<file path="src/rtl/rv32i_decode_stage.sv">
`default_nettype none
// ============================================================================
// Module   : rv32i_decode_stage
// Desc     : RV32I decode stage; registered output plus one-entry skid buffer.
//            Optional illegal-encoding detection: DECODE_ILLEGAL_CHECK_EN
// Revision : 1.0 - initial release
// ============================================================================

module rv32i_decode_stage #(
  parameter int XLEN = 32,
  parameter int PC_W = 32
) (
  input  logic            clk,
  input  logic            rst,
  input  logic            flush,
  input  logic            in_valid,
  output logic            in_ready,
  input  logic [31:0]     in_instr,
  input  logic [PC_W-1:0] in_pc,
  output logic            out_valid,
  input  logic            out_ready,
  output logic [PC_W-1:0] out_pc,
  output logic [6:0]      out_opcode,
  output logic [3:0]      out_alu_op,
  output logic [4:0]      out_rd,
  output logic [4:0]      out_rs1,
  output logic [4:0]      out_rs2,
  output logic [2:0]      out_funct3,
  output logic [XLEN-1:0] out_imm,
  output logic            out_reg_write,
  output logic            out_use_imm,
  output logic            out_illegal
);

  typedef enum logic [3:0] {
    ALU_ADD  = 4'd0,
    ALU_SUB  = 4'd1,
    ALU_SLL  = 4'd2,
    ALU_SLT  = 4'd3,
    ALU_SLTU = 4'd4,
    ALU_XOR  = 4'd5,
    ALU_SRL  = 4'd6,
    ALU_SRA  = 4'd7,
    ALU_OR   = 4'd8,
    ALU_AND  = 4'd9
  } alu_op_e;

  localparam logic [6:0] c_opc_lui    = 7'b0110111;
  localparam logic [6:0] c_opc_auipc  = 7'b0010111;
  localparam logic [6:0] c_opc_jal    = 7'b1101111;
  localparam logic [6:0] c_opc_jalr   = 7'b1100111;
  localparam logic [6:0] c_opc_branch = 7'b1100011;
  localparam logic [6:0] c_opc_load   = 7'b0000011;
  localparam logic [6:0] c_opc_store  = 7'b0100011;
  localparam logic [6:0] c_opc_op_imm = 7'b0010011;
  localparam logic [6:0] c_opc_op     = 7'b0110011;

  typedef struct packed {
    logic [PC_W-1:0] pc;
    logic [6:0]      opcode;
    alu_op_e         alu_op;
    logic [4:0]      rd;
    logic [4:0]      rs1;
    logic [4:0]      rs2;
    logic [2:0]      funct3;
    logic [XLEN-1:0] imm;
    logic            reg_write;
    logic            use_imm;
    logic            illegal;
  } bundle_t;

  // SUB exists only in R-type: addi with a negative immediate also has bit 30 set.
  function automatic alu_op_e alu_from_funct3(input logic [2:0] f3,
                                              input logic       bit30,
                                              input logic       is_rtype);
    alu_op_e op;
    op = ALU_ADD;
    case (f3)
      3'b000:  op = (is_rtype && bit30) ? ALU_SUB : ALU_ADD;
      3'b001:  op = ALU_SLL;
      3'b010:  op = ALU_SLT;
      3'b011:  op = ALU_SLTU;
      3'b100:  op = ALU_XOR;
      3'b101:  op = bit30 ? ALU_SRA : ALU_SRL;
      3'b110:  op = ALU_OR;
      default: op = ALU_AND;
    endcase
    return op;
  endfunction

  logic [6:0]  w_opcode;
  logic [2:0]  w_funct3;
  logic [31:0] w_imm_i;
  logic [31:0] w_imm_s;
  logic [31:0] w_imm_b;
  logic [31:0] w_imm_u;
  logic [31:0] w_imm_j;
  logic [31:0] w_imm_shamt;
  logic        w_illegal;
  logic        w_accept;
  bundle_t     w_dec;

  assign w_opcode    = in_instr[6:0];
  assign w_funct3    = in_instr[14:12];
  assign w_imm_i     = {{20{in_instr[31]}}, in_instr[31:20]};
  assign w_imm_s     = {{20{in_instr[31]}}, in_instr[31:25], in_instr[11:7]};
  assign w_imm_b     = {{19{in_instr[31]}}, in_instr[31], in_instr[7],
                        in_instr[30:25], in_instr[11:8], 1'b0};
  assign w_imm_u     = {in_instr[31:12], 12'b0};
  assign w_imm_j     = {{11{in_instr[31]}}, in_instr[31], in_instr[19:12],
                        in_instr[20], in_instr[30:21], 1'b0};
  assign w_imm_shamt = {27'b0, in_instr[24:20]};

`ifdef DECODE_ILLEGAL_CHECK_EN
  logic [6:0] w_funct7;
  assign w_funct7 = in_instr[31:25];

  always_comb begin : p_illegal
    w_illegal = 1'b0;
    case (w_opcode)
      c_opc_op:
        w_illegal = !((w_funct7 == 7'h00) ||
                      ((w_funct7 == 7'h20) && ((w_funct3 == 3'b000) || (w_funct3 == 3'b101))));
      c_opc_op_imm: begin
        if (w_funct3 == 3'b001) begin
          w_illegal = (w_funct7 != 7'h00);
        end else if (w_funct3 == 3'b101) begin
          w_illegal = (w_funct7 != 7'h00) && (w_funct7 != 7'h20);
        end
      end
      c_opc_load:   w_illegal = (w_funct3 == 3'b011) || (w_funct3 == 3'b110) || (w_funct3 == 3'b111);
      c_opc_store:  w_illegal = (w_funct3 >= 3'b011);
      c_opc_branch: w_illegal = (w_funct3 == 3'b010) || (w_funct3 == 3'b011);
      c_opc_jalr:   w_illegal = (w_funct3 != 3'b000);
      c_opc_lui, c_opc_auipc, c_opc_jal: w_illegal = 1'b0;
      default:      w_illegal = 1'b1;
    endcase
  end
`else
  assign w_illegal = 1'b0;
`endif

  always_comb begin : p_decode
    w_dec           = '0;
    w_dec.pc        = in_pc;
    w_dec.opcode    = w_opcode;
    w_dec.rd        = in_instr[11:7];
    w_dec.rs1       = in_instr[19:15];
    w_dec.rs2       = in_instr[24:20];
    w_dec.funct3    = w_funct3;
    w_dec.alu_op    = ALU_ADD;
    case (w_opcode)
      c_opc_op: begin
        w_dec.alu_op    = alu_from_funct3(w_funct3, in_instr[30], 1'b1);
        w_dec.reg_write = 1'b1;
      end
      c_opc_op_imm: begin
        w_dec.alu_op    = alu_from_funct3(w_funct3, in_instr[30], 1'b0);
        w_dec.imm       = (w_funct3 == 3'b001 || w_funct3 == 3'b101) ? w_imm_shamt : w_imm_i;
        w_dec.reg_write = 1'b1;
        w_dec.use_imm   = 1'b1;
      end
      c_opc_load: begin
        w_dec.imm       = w_imm_i;
        w_dec.reg_write = 1'b1;
        w_dec.use_imm   = 1'b1;
      end
      c_opc_store: begin
        w_dec.imm     = w_imm_s;
        w_dec.use_imm = 1'b1;
      end
      c_opc_branch: begin
        w_dec.alu_op = ALU_SUB;
        w_dec.imm    = w_imm_b;
      end
      c_opc_jal: begin
        w_dec.imm       = w_imm_j;
        w_dec.reg_write = 1'b1;
      end
      c_opc_jalr: begin
        w_dec.imm       = w_imm_i;
        w_dec.reg_write = 1'b1;
        w_dec.use_imm   = 1'b1;
      end
      c_opc_lui, c_opc_auipc: begin
        w_dec.imm       = w_imm_u;
        w_dec.reg_write = 1'b1;
        w_dec.use_imm   = 1'b1;
      end
      default: begin
        w_dec.alu_op = alu_from_funct3(w_funct3, in_instr[30], 1'b0);
      end
    endcase
    w_dec.illegal = w_illegal;
    if (w_illegal) begin
      w_dec.reg_write = 1'b0;
    end
  end

  bundle_t out_q, out_d;
  bundle_t skid_q, skid_d;
  logic    out_valid_q, out_valid_d;
  logic    skid_full_q, skid_full_d;

  // in_ready depends only on skid occupancy, so out_ready never reaches fetch combinationally.
  assign w_accept = in_valid && !skid_full_q;

  always_comb begin : p_next
    out_d       = out_q;
    skid_d      = skid_q;
    out_valid_d = out_valid_q;
    skid_full_d = skid_full_q;
    if (flush) begin
      out_valid_d = 1'b0;
      skid_full_d = 1'b0;
    end else if (!out_valid_q || out_ready) begin
      if (skid_full_q) begin
        out_d       = skid_q;
        out_valid_d = 1'b1;
        skid_full_d = 1'b0;
      end else if (w_accept) begin
        out_d       = w_dec;
        out_valid_d = 1'b1;
      end else begin
        out_valid_d = 1'b0;
      end
    end else if (w_accept) begin
      skid_d      = w_dec;
      skid_full_d = 1'b1;
    end
  end

  always_ff @(posedge clk) begin : p_regs
    if (rst) begin
      out_q       <= '0;
      skid_q      <= '0;
      out_valid_q <= 1'b0;
      skid_full_q <= 1'b0;
    end else begin
      out_q       <= out_d;
      skid_q      <= skid_d;
      out_valid_q <= out_valid_d;
      skid_full_q <= skid_full_d;
    end
  end

  assign in_ready      = !skid_full_q;
  assign out_valid     = out_valid_q;
  assign out_pc        = out_q.pc;
  assign out_opcode    = out_q.opcode;
  assign out_alu_op    = out_q.alu_op;
  assign out_rd        = out_q.rd;
  assign out_rs1       = out_q.rs1;
  assign out_rs2       = out_q.rs2;
  assign out_funct3    = out_q.funct3;
  assign out_imm       = out_q.imm;
  assign out_reg_write = out_q.reg_write;
  assign out_use_imm   = out_q.use_imm;
  assign out_illegal   = out_q.illegal;

endmodule

`default_nettype wire

</file>
<file path="config.mk">
export PLATFORM = sky130hd
export DESIGN_NAME = rv32i_decode_stage
export DESIGN_NICKNAME = d
export VERILOG_FILES = /design/src/rtl/rv32i_decode_stage.sv
export SDC_FILE = /design/constraint.sdc
export NUM_CORES = 1
export LEC_CHECK = 0
export BUFFER_PORTS_ARGS = -buffer_cell sky130_fd_sc_hd__buf_2
export CORE_ASPECT_RATIO = 0.8
export CORE_MARGIN = 10
export CORE_UTILIZATION = 45
export DETAILED_ROUTE_END_ITERATION = 12
export GPL_ROUTABILITY_DRIVEN = 0
export MAX_ROUTING_LAYER = met4
export PLACE_DENSITY = 0.67
export SLEW_MARGIN = 20
export SYNTH_ARGS = -nofsm -noshare
export SYNTH_HDL_FRONTEND = slang
export SYNTH_SLANG_ARGS = --single-unit
</file>
<file path="constraint.sdc">
create_clock -name clk -period 4.65 [get_ports clk]
set_input_delay 0.465 -clock clk [delete_from_list [all_inputs] [get_ports clk]]
set_output_delay 0.465 -clock clk [all_outputs]
set_load 0.02 [all_outputs]
</file>
After elaboration in Yosys (flattened, before gate mapping)
Cells that the tools add are included.
{"block": "totals", "regBits": 193, "wordCells": 69, "input_bits": 69}
{"block": "op_classes", "mux": 13, "n_eq_ne": 15, "bitwise_logic": 2, "reduce_logical": 16}
{"operator": "$mux W96", "n": 2}
{"operator": "$pmux W32 S6", "n": 1}
{"operator": "$pmux W4 S7", "n": 2}
{"operator": "$mux W32", "n": 1}
{"operator": "$eq A7 B6 Y1 const B", "n": 3}
{"operator": "$eq A7 B7 Y1 const B", "n": 3}
{"operator": "$eq A7 B5 Y1 const B", "n": 2}
{"operator": "$pmux W4 S3", "n": 1}
{"operator": "$reduce_or A6 Y1", "n": 2}
{"operator": "$eq A3 B3 Y1 const B", "n": 3}
{"operator": "$eq A7 B2 Y1 const B", "n": 1}
{"operator": "$reduce_or A7 Y1", "n": 1}
{"operator": "$eq A3 B2 Y1 const B", "n": 2}
{"operator": "$mux W1", "n": 6}
{"operator": "$reduce_and A3 Y1", "n": 2}
{"operator": "$reduce_or A2 Y1", "n": 3}
{"operator": "$eq A3 B1 Y1 const B", "n": 1}
{"operator": "$logic_not A3 Y1", "n": 1}
{"operator": "$reduce_or A3 Y1", "n": 1}
{"operator": "$logic_not A1 Y1", "n": 2}
{"operator": "$logic_or A1 B1 Y1", "n": 2}
{"operator": "$not A1 Y1", "n": 2}
{"operator": "$reduce_bool A2 Y1", "n": 1}
{"operator": "$logic_and A1 B1 Y1", "n": 1}

Longest topological paths before layout
Gate-level depths: netlist of run 1.
{"block": "depth", "depth_word": 6, "depth_mapped": 8, "ltp_nobuf": 5}

Worst setup path after synthesis of run 1
OpenSTA, ideal clock, no wires.
{"block": "synth_path", "path_type": "input -> register", "start": "input in_instr[2]", "end": "register out_q, in the netlist out_imm[20]", "cell_stages": 8, "path_buffers": 3, "t_arrival_ns": 1.684, "slack_ns": 2.822, "path_cell_list": "buf_2 -> and4b_1 -> buf_2 -> a22oi_1 -> o41a_1 -> nand2b_4 -> buf_6 -> a311oi_1"}
{"block": "synth_via", "elab_chain_cells": 5}
{"item": "from (decl)", "line_no": "18", "rtl": "input logic [31:0] in_instr,"}
{"item": "$eq A7 B6 Y1 (tied with other cells)", "line_no": "152", "rtl": "case (w_opcode)"}
{"item": "$reduce_or A2 Y1, on equally long branches"}
{"item": "$pmux W32 S6 (*)", "line_no": "152"}
{"item": "$mux W96 (*)", "line_no": "221", "rtl": "end else if (w_accept) begin"}
{"item": "$mux W96 (*)", "line_no": "217", "rtl": "if (skid_full_q) begin"}
{"item": "to (signal assigned)", "line_no": "240", "rtl": "out_q <= out_d;"}
{"item": "to (decl)", "line_no": "200", "rtl": "bundle_t out_q, out_d;"}
Mark *: on every way between the ends. The rest lies on a longest branch, timed or not. The select of a mux whose other input is x is not followed.
A chain may end at the register's enable or synchronous reset.

Worst setup path after layout of run 1
{"block": "layout_path", "start": "register skid_full_q", "end": "register skid_q[55] in the netlist's numbering"}
{"block": "layout_via", "elab_chain_cells": 3}
{"item": "from (decl)", "line_no": "203", "rtl": "logic skid_full_q, skid_full_d;"}
{"item": "from (signal assigned)", "line_no": "243", "rtl": "skid_full_q <= skid_full_d;"}
{"item": "$logic_not A1 Y1", "line_no": "206", "rtl": "assign w_accept = in_valid && !skid_full_q;"}
{"item": "$logic_and A1 B1 Y1", "line_no": "206"}
{"item": "$reduce_and A3 Y1 (no line)"}
{"item": "to (signal assigned)", "line_no": "241", "rtl": "skid_q <= skid_d;"}
{"item": "to (decl)", "line_no": "201", "rtl": "bundle_t skid_q, skid_d;"}
Every way passes these cells.

==> impl_metrics.tcl, run 1 <==
set metrics [dict create \
    cts_root_buf "clkbuf_16" \
    nNetsFinal 1111 \
    rsz0062_at_grt "false" \
    clock-sinks 192 \
    fin_crit_sh_pct 56.2 \
    syn_area_sq_um 8110 \
    status "complete, no violations" \
    critical_path.cell_chain "nand2b_1, or3_2, buf_4, nor2_1, a22oi_1, nor2_1" \
    setup_viol 0 \
    crit-reg2reg-launch "skid_full_q$_SDFFE_PP0P_" \
    rows 43 \
    relSlewSlack_pct 28.4 \
    drtAntennaViolNets 0 \
    first_global_vias 6567 \
    placed_cells 1248 \
    p_per_area_nw_per_um2 377 \
    worst_pin_slew_ps 1070 \
    grt_pass1_wl_microns 35400 \
    dr.pass1.iters 5 \
    cts-hold-fix-buffers 0 \
    holdCritStartpoint "in_pc[16]" \
    synth_top_cell_by_area "dfxtp_1" \
    post-cts-setup-buffers 0 \
    vdd_drop_max_uv 225 \
    cts_resized 0 \
    grt_max_degree 123 \
    critPathKind "flip-flop to flip-flop" \
    die-area_sq_um 23800 \
    vias 7000 \
    track_usage_pct 18.7 \
    yosysWarnings 0 \
    finalSetupTns_ps 0 \
    vias_per_cell 5.47 \
    start_util_pct 46.4 \
    synth_fa_ha_area_share_pct 0 \
    cellLeakagePower_nw 3.53 \
    clkLatencyLatePin_ps 430 \
    ys_types 58 \
    crit_start "skid_full_q$_SDFFE_PP0P_" \
    htree_levels 4 \
    synth.avg_cell_area_sq_um 8.66 \
    slowest_delay_ps 870 \
    critPathCaptureType "flip-flop" \
    synth_edf_count 0 \
    antennaDiodeCount 0 \
    first_iter_violations 623 \
    path_max_fanout 52 \
    die_h_microns 140 \
    ys.flop_type "dfxtp_1" \
    synth_top_area_share_pct 47.4 \
    slew_viol_final 0 \
    syn_inst 936 \
    critPathTopFamily "simple AND/OR/NAND/NOR gates" \
    yosys-top-cells-area "dfxtp_1, mux2i_1, nand2_1, a211oi_1, a21oi_1" \
    die_w_microns 170 \
    synthArstFlopShare_pct 0 \
    synth_mux_area_share_pct 7.92 \
    cp_num_buf_inv 1 \
    core_sq_um 17500 \
    synth_xor_area_share_pct 0.108 \
    wl_per_cell_microns 17.4 \
    cp-start-kind "flip-flop" \
    nFillCells 1678 \
    finClkSkew_ps 7.22 \
    clock.fmax_ghz 0.383 \
    period_needed_ps 2610 \
    ios 167 \
    arrival_ps 2910 \
    synth_most_common_cell "dfxtp_1" \
    layout.cells.non_filler 1280 \
    antenna_found_initial 0 \
    cp.required_ps 4950 \
    synth_compound_gate_area_share_pct 21.9 \
    finalWirelength_microns 22300 \
    crit_slowest_cell "or3_2" \
    cts_buffer_depth 2 \
    cts_buffers 17 \
    synth-simple-area-share_pct 17.8 \
    synth_top_family_by_area "compound AO/OA/AOI/OAI gates" \
    hpwl_microns 14700 \
    area_growth_pct 17.5 \
    hold_path_class "input port to flip-flop" \
    clk_pin_slew_ps 80 \
    ys_ff_latch 192 \
    final_hold_viol_count 0 \
    critPathMostFrequentCell "nor2_1" \
    portBuffers 165 \
    cts_tree "yes" \
    drive_gt1_share_pct 21.6 \
    synth_nets 1005 \
    synthTopCellsByCount "dfxtp_1, nand2_1, nor2_1" \
    cap_violations 0 \
    synth-seq-area-share_pct 47.4 \
    drc 0 \
    grt.overflow.total 0 \
]
-- registers in the layout, summed over array words and instances (netlist names) --
register,count
out_alu_op,4
out_imm,32
out_rs1,5
out_rs2,5
out_opcode,7
out_reg_write,1
out_funct3,3
skid_full_q,1
out_use_imm,1
skid_q,95
out_pc,32
out_valid,1
out_rd,5
-- final timing paths --
check,cells after the start,slack [ps],endpoint
worst max-delay path,6,2040,skid_q[55]$_SDFFE_PP0P_
worst min-delay path,3,280,skid_q[80]$_SDFFE_PP0P_
worst max register to register,6,2040,skid_q[55]$_SDFFE_PP0P_
worst min register to register,2,450,out_imm[3]$_SDFFE_PP0P_
-- final cells by class --
cell class | instances | area (sq um) | share of cell area [%]
Multi-Input combinational cell | 654 | 3890 | 40.8
Sequential cell | 192 | 3850 | 40.4
Timing Repair Buffer | 173 | 905 | 9.49
Clock buffer | 17 | 425 | 4.46
Tap cell | 225 | 282 | 2.95
Clock inverter | 15 | 165 | 1.73
Inverter | 4 | 15.0 | 0.158
-- cell families (layout without fill, tap and decap cells) --
group,after synthesis,count (layout)
mux,64,64
simple gates,327,327
buf+inv,90,209
other cells,1,1
compound gates,261,261
xor+xnor,1,1
flops,192,192
-- metrics by stage --
stage	worst slack [ps]	total power, mW	hold WS [ps]	area (sq um)	util, %
finish	2040	3.59	278	9530	54.5
global route	1860	3.72	271	9530	54.5
CTS	2010	3.63	262	9530	54.5
detailed placement	2030	2.17	446	8940	51.1
global placement	2050	2.16	441	8940	51.1
floorplan	2820	2.02	432	8110	-
-- power breakdown --
group | internal [mW] | switching, mW | leakage, nW
clock network | 0.770 | 0.695 | 0.293
registers | 1.70 | 0.0297 | 1.56
logic | 0.131 | 0.263 | 1.67
-- routing by layer --
layer / up-vias / global-route usage, % / routed length, microns
met5: - / - / 0
met4: 0 / 4.29 / 211
met3: 14 / 4.52 / 1600
met2: 239 / 27.2 / 9700
met1: 3206 / 25.6 / 10800
li1: 3541 / - / -
-- layout by cell type (no fill, tap or decap), types with 7 or more instances in the layout --
cell,Yosys,routed
a21oi_1,85,85
clkbuf_16,0,17
nand2_1,163,163
nand3_1,10,10
or3_1,14,13
a22o_1,7,7
a221oi_2,8,8
nor2_1,101,101
o21ai_0,40,40
mux2i_1,63,63
a311oi_1,22,22
a211oi_1,69,69
buf_4,4,7
dfxtp_1,192,191
buf_2,17,164
-- worst reg2reg max path: cells and delay by family, from the launching register on --
kind                   cells  cell delay (ps)
and+or+nand+nor            4             1270
DFF                        1              620
buffers and inverters      1              420
AOI/OAI and AO/OA          1              160
Power figures use the tool's default switching activity.
==> run 2: changes to the inputs <==
--- a/config.mk
+++ b/config.mk
@@ -5,6 +5,7 @@
 export SDC_FILE = /design/constraint.sdc
 export NUM_CORES = 1
 export LEC_CHECK = 0
+export ABC_AREA = 1
 export BUFFER_PORTS_ARGS = -buffer_cell sky130_fd_sc_hd__buf_2
 export CORE_ASPECT_RATIO = 0.8
 export CORE_MARGIN = 10
@@ -12,7 +13,7 @@
 export DETAILED_ROUTE_END_ITERATION = 12
 export GPL_ROUTABILITY_DRIVEN = 0
 export MAX_ROUTING_LAYER = met4
-export PLACE_DENSITY = 0.67
+export PLACE_DENSITY = 0.69
 export SLEW_MARGIN = 20
 export SYNTH_ARGS = -nofsm -noshare
 export SYNTH_HDL_FRONTEND = slang
==> constraint.sdc (replaced) <==
create_clock -name clk -period 2.25 [get_ports clk]
set_input_delay 0.225 -clock clk [delete_from_list [all_inputs] [get_ports clk]]
set_output_delay 0.225 -clock clk [all_outputs]
set_load 0.02 [all_outputs]
==> impl_metrics.tcl, run 2 <==
set metrics [dict create \
    synth_nets 1206 \
    vias 7841 \
    yosysWarnings 0 \
    drc 0 \
    cellLeakagePower_nw 4.61 \
    wl_per_cell_microns 15.9 \
    synth_top_family_by_area "compound AO/OA/AOI/OAI gates" \
    die_h_microns 140 \
    dr.pass1.iters 5 \
    nNetsFinal 1318 \
    synth.avg_cell_area_sq_um 7.17 \
    cts_root_buf "clkbuf_16" \
    period_needed_ps 1840 \
    cts_tree "yes" \
    cap_violations 0 \
    synth_most_common_cell "nand2_1" \
    synth_xor_area_share_pct 0 \
    postLayoutCoreUtil_pct 55.0 \
    largest_reg_flops 95 \
    critical_path.cell_chain "clkinv_2, buf_2" \
    synth-simple-area-share_pct 17.5 \
    ys_ff_latch 192 \
    rows 43 \
    setup_viol 0 \
    grt_max_degree 82 \
    hold_path_class "input port to flip-flop" \
    first_global_vias 7323 \
    yosys-top-cells-area "dfxtp_1, o21ai_0, nand2_1, a21oi_1, a31oi_1" \
    final_common_cell "nand2_1" \
    holdCritStartpoint "in_pc[16]" \
    relSlewSlack_pct 37.4 \
    start_util_pct 46.5 \
    synthTopCellsByCount "nand2_1, o21ai_0, dfxtp_1" \
    crit_start "skid_full_q$_SDFFE_PP0P_" \
    fin_crit_sh_pct 81.7 \
    htree_levels 4 \
    synth-seq-area-share_pct 47.2 \
    crit_slowest_cell "dfxtp_4" \
    drive_gt1_share_pct 18.2 \
    synth_compound_gate_area_share_pct 25.8 \
    cp-start-kind "flip-flop" \
    ys_types 29 \
    ios 167 \
    antenna_found_initial 0 \
    syn_area_sq_um 8150 \
    finClkSkew_ps 9.21 \
    grt_pass1_wl_microns 37700 \
    slew_viol_final 0 \
    crit-reg2reg-launch "skid_full_q$_SDFFE_PP0P_" \
    slowest_delay_ps 480 \
    clock.fmax_ghz 0.544 \
    antennaDiodeCount 0 \
    hpwl_microns 15500 \
    cts_resized 0 \
    core_sq_um 17500 \
    ys.flop_type "dfxtp_1" \
    multi_input_area_sq_um 3540 \
    cp_num_buf_inv 2 \
    die_w_microns 170 \
    vdd_drop_max_uv 486 \
    clock-sinks 192 \
    grt.overflow.total 0 \
    finalWirelength_microns 23700 \
    clkLatencyLatePin_ps 430 \
    top_register "skid_q" \
    worst_pin_slew_ps 939 \
    p_per_area_nw_per_um2 764 \
    critPathTopFamily "buffers and inverters" \
    cts_buffers 17 \
    status "complete, no violations" \
    vias_per_cell 5.28 \
    rsz0062_at_grt "false" \
    synthArstFlopShare_pct 0 \
    critPathCaptureType "output pin" \
    cp.required_ps 2030 \
    synth_fa_ha_area_share_pct 0 \
    final_hold_viol_count 0 \
    layout_common_cells "nand2_1, o21ai_0, dfxtp_1" \
    synth_top_area_share_pct 47.2 \
    area_growth_pct 18.5 \
    clk_pin_slew_ps 70 \
    drtAntennaViolNets 0 \
    die-area_sq_um 23900 \
    path_max_fanout 22 \
    track_usage_pct 19.7 \
    seq_area_sq_um 3850 \
    critPathKind "flip-flop to output pin" \
    cts_buffer_depth 2 \
    synth_edf_count 0 \
    portBuffers 165 \
    post-cts-setup-buffers 0 \
    arrival_ps 1610 \
    synth_mux_area_share_pct 0 \
    first_iter_violations 817 \
    finalSetupTns_ps 0 \
    synth_top_cell_by_area "dfxtp_1" \
    nFillCells 1768 \
    syn_inst 1137 \
]
run 2: cell count changes after synthesis, moves of 8 or more:
| cell | delta |
|---|---|
| o21ai_0 | +157 |
| inv_1 | +85 |
| a211oi_1 | -68 |
| mux2i_1 | -63 |
| a21oi_1 | +62 |
| a31oi_1 | +56 |
| nand2_1 | +51 |
| a311oi_1 | -22 |
| nand3_1 | +17 |
| or3_1 | -14 |
| buf_2 | +11 |
| nor2_1 | -11 |
| a221oi_2 | -8 |
run 2: report_power, final:
part           leakage (nW)  internal (mW)  switching, mW
sequential             1.57           3.53         0.0667
combinational          2.77          0.267          0.535
clock                 0.271           1.66           1.30
run 2: path summary, 6_finish.rpt:
path	cells after the start	slack [ps]	to
max	2	410	in_ready
min	3	30	skid_q[80]$_SDFFE_PP0P_
max reg2reg	3	510	out_rs2[2]$_SDFFE_PP0P_
min reg2reg	2	470	skid_q[56]$_SDFFE_PP0P_
run 2: area by class of cell:
cell class / instances / area share [%]
clock buffer: 22 / 4.71
sequential: 192 / 39.9
inverter: 96 / 3.81
timing repair buffer: 182 / 10.9
multi-input combinational: 760 / 36.6
clock inverter: 9 / 1.13
tap: 225 / 2.92
run 2: repair_timing:
item	in CTS	in global routing
hold endpoints to repair	2	0
hold buffers	1	0
setup endpoints to repair	0	0
run 2: worst reg2reg max path, delay by kind of cell (launching register included):
family	cells	cell delay [ps]
compound gates	1	210
buf+inv	1	780
flops	1	480
simple gates	1	210
run 2: metrics by stage:
stage / hold slack [ps] / setup slack [ps] / instances / power [mW] / cell area [sq um]
4_1_cts: 12.1 / 397 / 1486 / 7.43 / 9650
3_3_place_gp: 420 / 429 / 1454 / 4.47 / 9080
6_report: 29.8 / 411 / 1486 / 7.37 / 9650
3_5_place_dp: 422 / 363 / 1454 / 4.48 / 9080
2_1_floorplan: 303 / 813 / 1137 / 4.15 / 8150
5_1_grt: 19.6 / 342 / 1486 / 7.66 / 9650
run 2: kinds of logic (layout without fill, tap and decap cells):
group                  after synthesis  count (layout)
AOI/OAI and AO/OA                  405             405
DFF                                192             192
other                                1               1
and+or+nand+nor                    354             354
buffers and inverters              185             309
run 2: layer usage:
layer	global-route usage [%]	vias to the layer above	share of wire [%]
met2	28.9	236	45
met1	26.1	3579	47
met3	4.69	28	6.8
li1	-	3998	-
met5	-	-	0
met4	6.45	0	1.5
==> run 3: changes to the inputs <==
--- a/config.mk
+++ b/config.mk
@@ -5,7 +5,7 @@
 export SDC_FILE = /design/constraint.sdc
 export NUM_CORES = 1
 export LEC_CHECK = 0
-export ABC_AREA = 1
+export ABC_AREA = 0
 export BUFFER_PORTS_ARGS = -buffer_cell sky130_fd_sc_hd__buf_2
 export CORE_ASPECT_RATIO = 0.8
 export CORE_MARGIN = 10
@@ -13,7 +13,7 @@
 export DETAILED_ROUTE_END_ITERATION = 12
 export GPL_ROUTABILITY_DRIVEN = 0
 export MAX_ROUTING_LAYER = met4
-export PLACE_DENSITY = 0.69
+export PLACE_DENSITY = 0.67
 export SLEW_MARGIN = 20
 export SYNTH_ARGS = -nofsm -noshare
 export SYNTH_HDL_FRONTEND = slang
==> constraint.sdc (replaced) <==
create_clock -name clk -period 1.7 [get_ports clk]
set_input_delay 0.17 -clock clk [delete_from_list [all_inputs] [get_ports clk]]
set_output_delay 0.17 -clock clk [all_outputs]
set_load 0.02 [all_outputs]
==> impl_metrics.tcl, run 3 (synthesized netlist as in run 1, its figures left out) <==
set metrics [dict create \
    critPathKind "flip-flop to flip-flop" \
    clkLatencyLatePin_ps 430 \
    vias_per_cell 5.44 \
    hpwl_microns 16600 \
    status "complete, no violations" \
    dr.pass1.iters 5 \
    holdCritStartpoint "in_instr[19]" \
    r2r_slack_ps 70 \
    slowest_delay_ps 320 \
    hold_depth 3 \
    hold_path_class "input port to flip-flop" \
    wl_per_cell_microns 17.5 \
    rsz0062_at_grt "true" \
    nFillCells 1543 \
    first_global_vias 7212 \
    final_common_cell "dfxtp_1" \
    p_switching_mw 2.73 \
    finClkSkew_ps 5.74 \
    share_comb_of_total_power_pct 12.5 \
    drtAntennaViolNets 0 \
    vdd_drop_max_uv 619 \
    clk_pin_slew_ps 70 \
    area_growth_pct 32.0 \
    grt_max_degree 79 \
    relSlewSlack_pct 58.5 \
    cap_violations 0 \
    placed_area_sq_um 9570 \
    grt.overflow.total 0 \
    start_util_pct 46.4 \
    setup_viol 0 \
    path_max_fanout 23 \
    hold_ws_ps 20.5 \
    slew_viol_final 0 \
    final_hold_viol_count 0 \
    cts_buffer_depth 2 \
    r2r_cells 7 \
    antenna_found_initial 0 \
    nNetsFinal 1218 \
    swShare_pct 26.2 \
    period_needed_ps 1630 \
    cp-start-kind "flip-flop" \
    p_clk_share_pct 42.1 \
    die_w_microns 170 \
    critical_path.cell_chain "nor2b_1, buf_4, nor3_4, buf_6, buf_12, nor2_1, a211oi_1" \
    arrival_ps 1960 \
    finalInstanceArea_sq_um 10700 \
    p_per_area_nw_per_um2 975 \
    postLayoutCoreUtil_pct 61.2 \
    layout_setup_ws_ps 69.4 \
    core_sq_um 17500 \
    worst_pin_slew_ps 622 \
    multi_input_area_sq_um 3920 \
    cts_buffers 17 \
    fin_crit_sh_pct 95.9 \
    clock.fmax_ghz 0.613 \
    critPathCaptureType "flip-flop" \
    top_register "skid_q" \
    vias 7548 \
    seq_area_sq_um 3850 \
    portBuffers 165 \
    cts_tree "yes" \
    place_worst_setup_slack_ps -60.4 \
    cp.required_ps 2030 \
    internal_power_mw 7.70 \
    drive_gt1_share_pct 25.8 \
    power.total_mw 10.4 \
    crit_slowest_cell "dfxtp_1" \
    finalWirelength_microns 24300 \
    layout_common_cells "dfxtp_1, buf_2, nand2_1" \
    ios 167 \
    crit-reg2reg-launch "out_valid$_SDFFE_PP0P_" \
    crit_start "out_valid$_SDFFE_PP0P_" \
    die-area_sq_um 23800 \
    htree_levels 4 \
    die_h_microns 140 \
    drc 0 \
    first_iter_violations 649 \
    rows 43 \
    p_seq_share_pct 45.4 \
    clock-sinks 192 \
    min_to "skid_q[47]$_SDFFE_PP0P_" \
    grt_pass1_wl_microns 38100 \
    largest_reg_flops 95 \
    timing.rr.end "out_opcode[1]$_SDFFE_PP0P_" \
    track_usage_pct 20.1 \
    cellLeakagePower_nw 4.11 \
    cts_root_buf "clkbuf_16" \
]
==> run 3: how the worst max path moves through the flow <==
stage,endpoint,slack (ps),depth (start not counted)
6_report,out_opcode[1]$_SDFFE_PP0P_,70,7
5_1_grt,out_pc[28]$_SDFFE_PP0P_,-20,7
4_1_cts,skid_q[16]$_SDFFE_PP0P_,6,6
3_5_place_dp,out_imm[23]$_SDFFE_PP0P_,-60,6
3_3_place_gp,out_imm[30]$_SDFFE_PP0P_,-20,6
2_1_floorplan,out_imm[17]$_SDFFE_PP0P_,70,6
==> run 3: area by class of cell <==
class | count | share of cell area, %
multi-input cells | 654 | 36.6
clock buffers | 17 | 3.97
well taps | 225 | 2.63
inverters | 4 | 0.140
clock inverters | 15 | 2.06
flip-flops and latches | 192 | 35.9
diodes | 1 | 0.0234
repair buffers | 280 | 18.6
==> run 3: worst max-delay path: cells and delay by family, from the launching register on <==
family | cells | cell delay (ps)
buffers and inverters | 3 | 530
and+or+nand+nor | 3 | 440
DFF | 1 | 320
AOI/OAI and AO/OA | 1 | 230
==> run 3: power by group through the flow <==
stage	Sequential [mW]	Combinational, mW	Clock (mW)
final	4.74	1.31	4.39
after global routing	4.75	1.42	4.65
after CTS	4.74	1.28	4.47
after detailed placement	4.84	1.20	0
after global placement	4.84	1.19	0
after floorplan	5.01	0.513	0
==> run 3: layer usage <==
metal	GRT usage [%]	part of all wire, %	routed length (microns)	vias to the layer above
met3	5.34	6.6	1600	23
met4	4.06	0.97	235	0
met1	26.6	48	11600	3548
li1	-	-	-	3749
met2	30.3	45	10800	228
met5	-	0	0	-
==> run 3: per-stage QoR <==
stage          cells  TNS (ps)
2_1_floorplan    936         0
3_3_place_gp    1312      -349
3_5_place_dp    1312     -1260
4_1_cts         1384         0
5_1_grt         1387     -44.7
6_report        1388         0
==> run 3: repair_timing <==
item,4_1_cts,5_1_grt
setup buffers,0,2
setup endpoints to repair,0,37
hold buffers,40,0
gates resized for setup,0,11
endpoints found under the hold margin,40,0
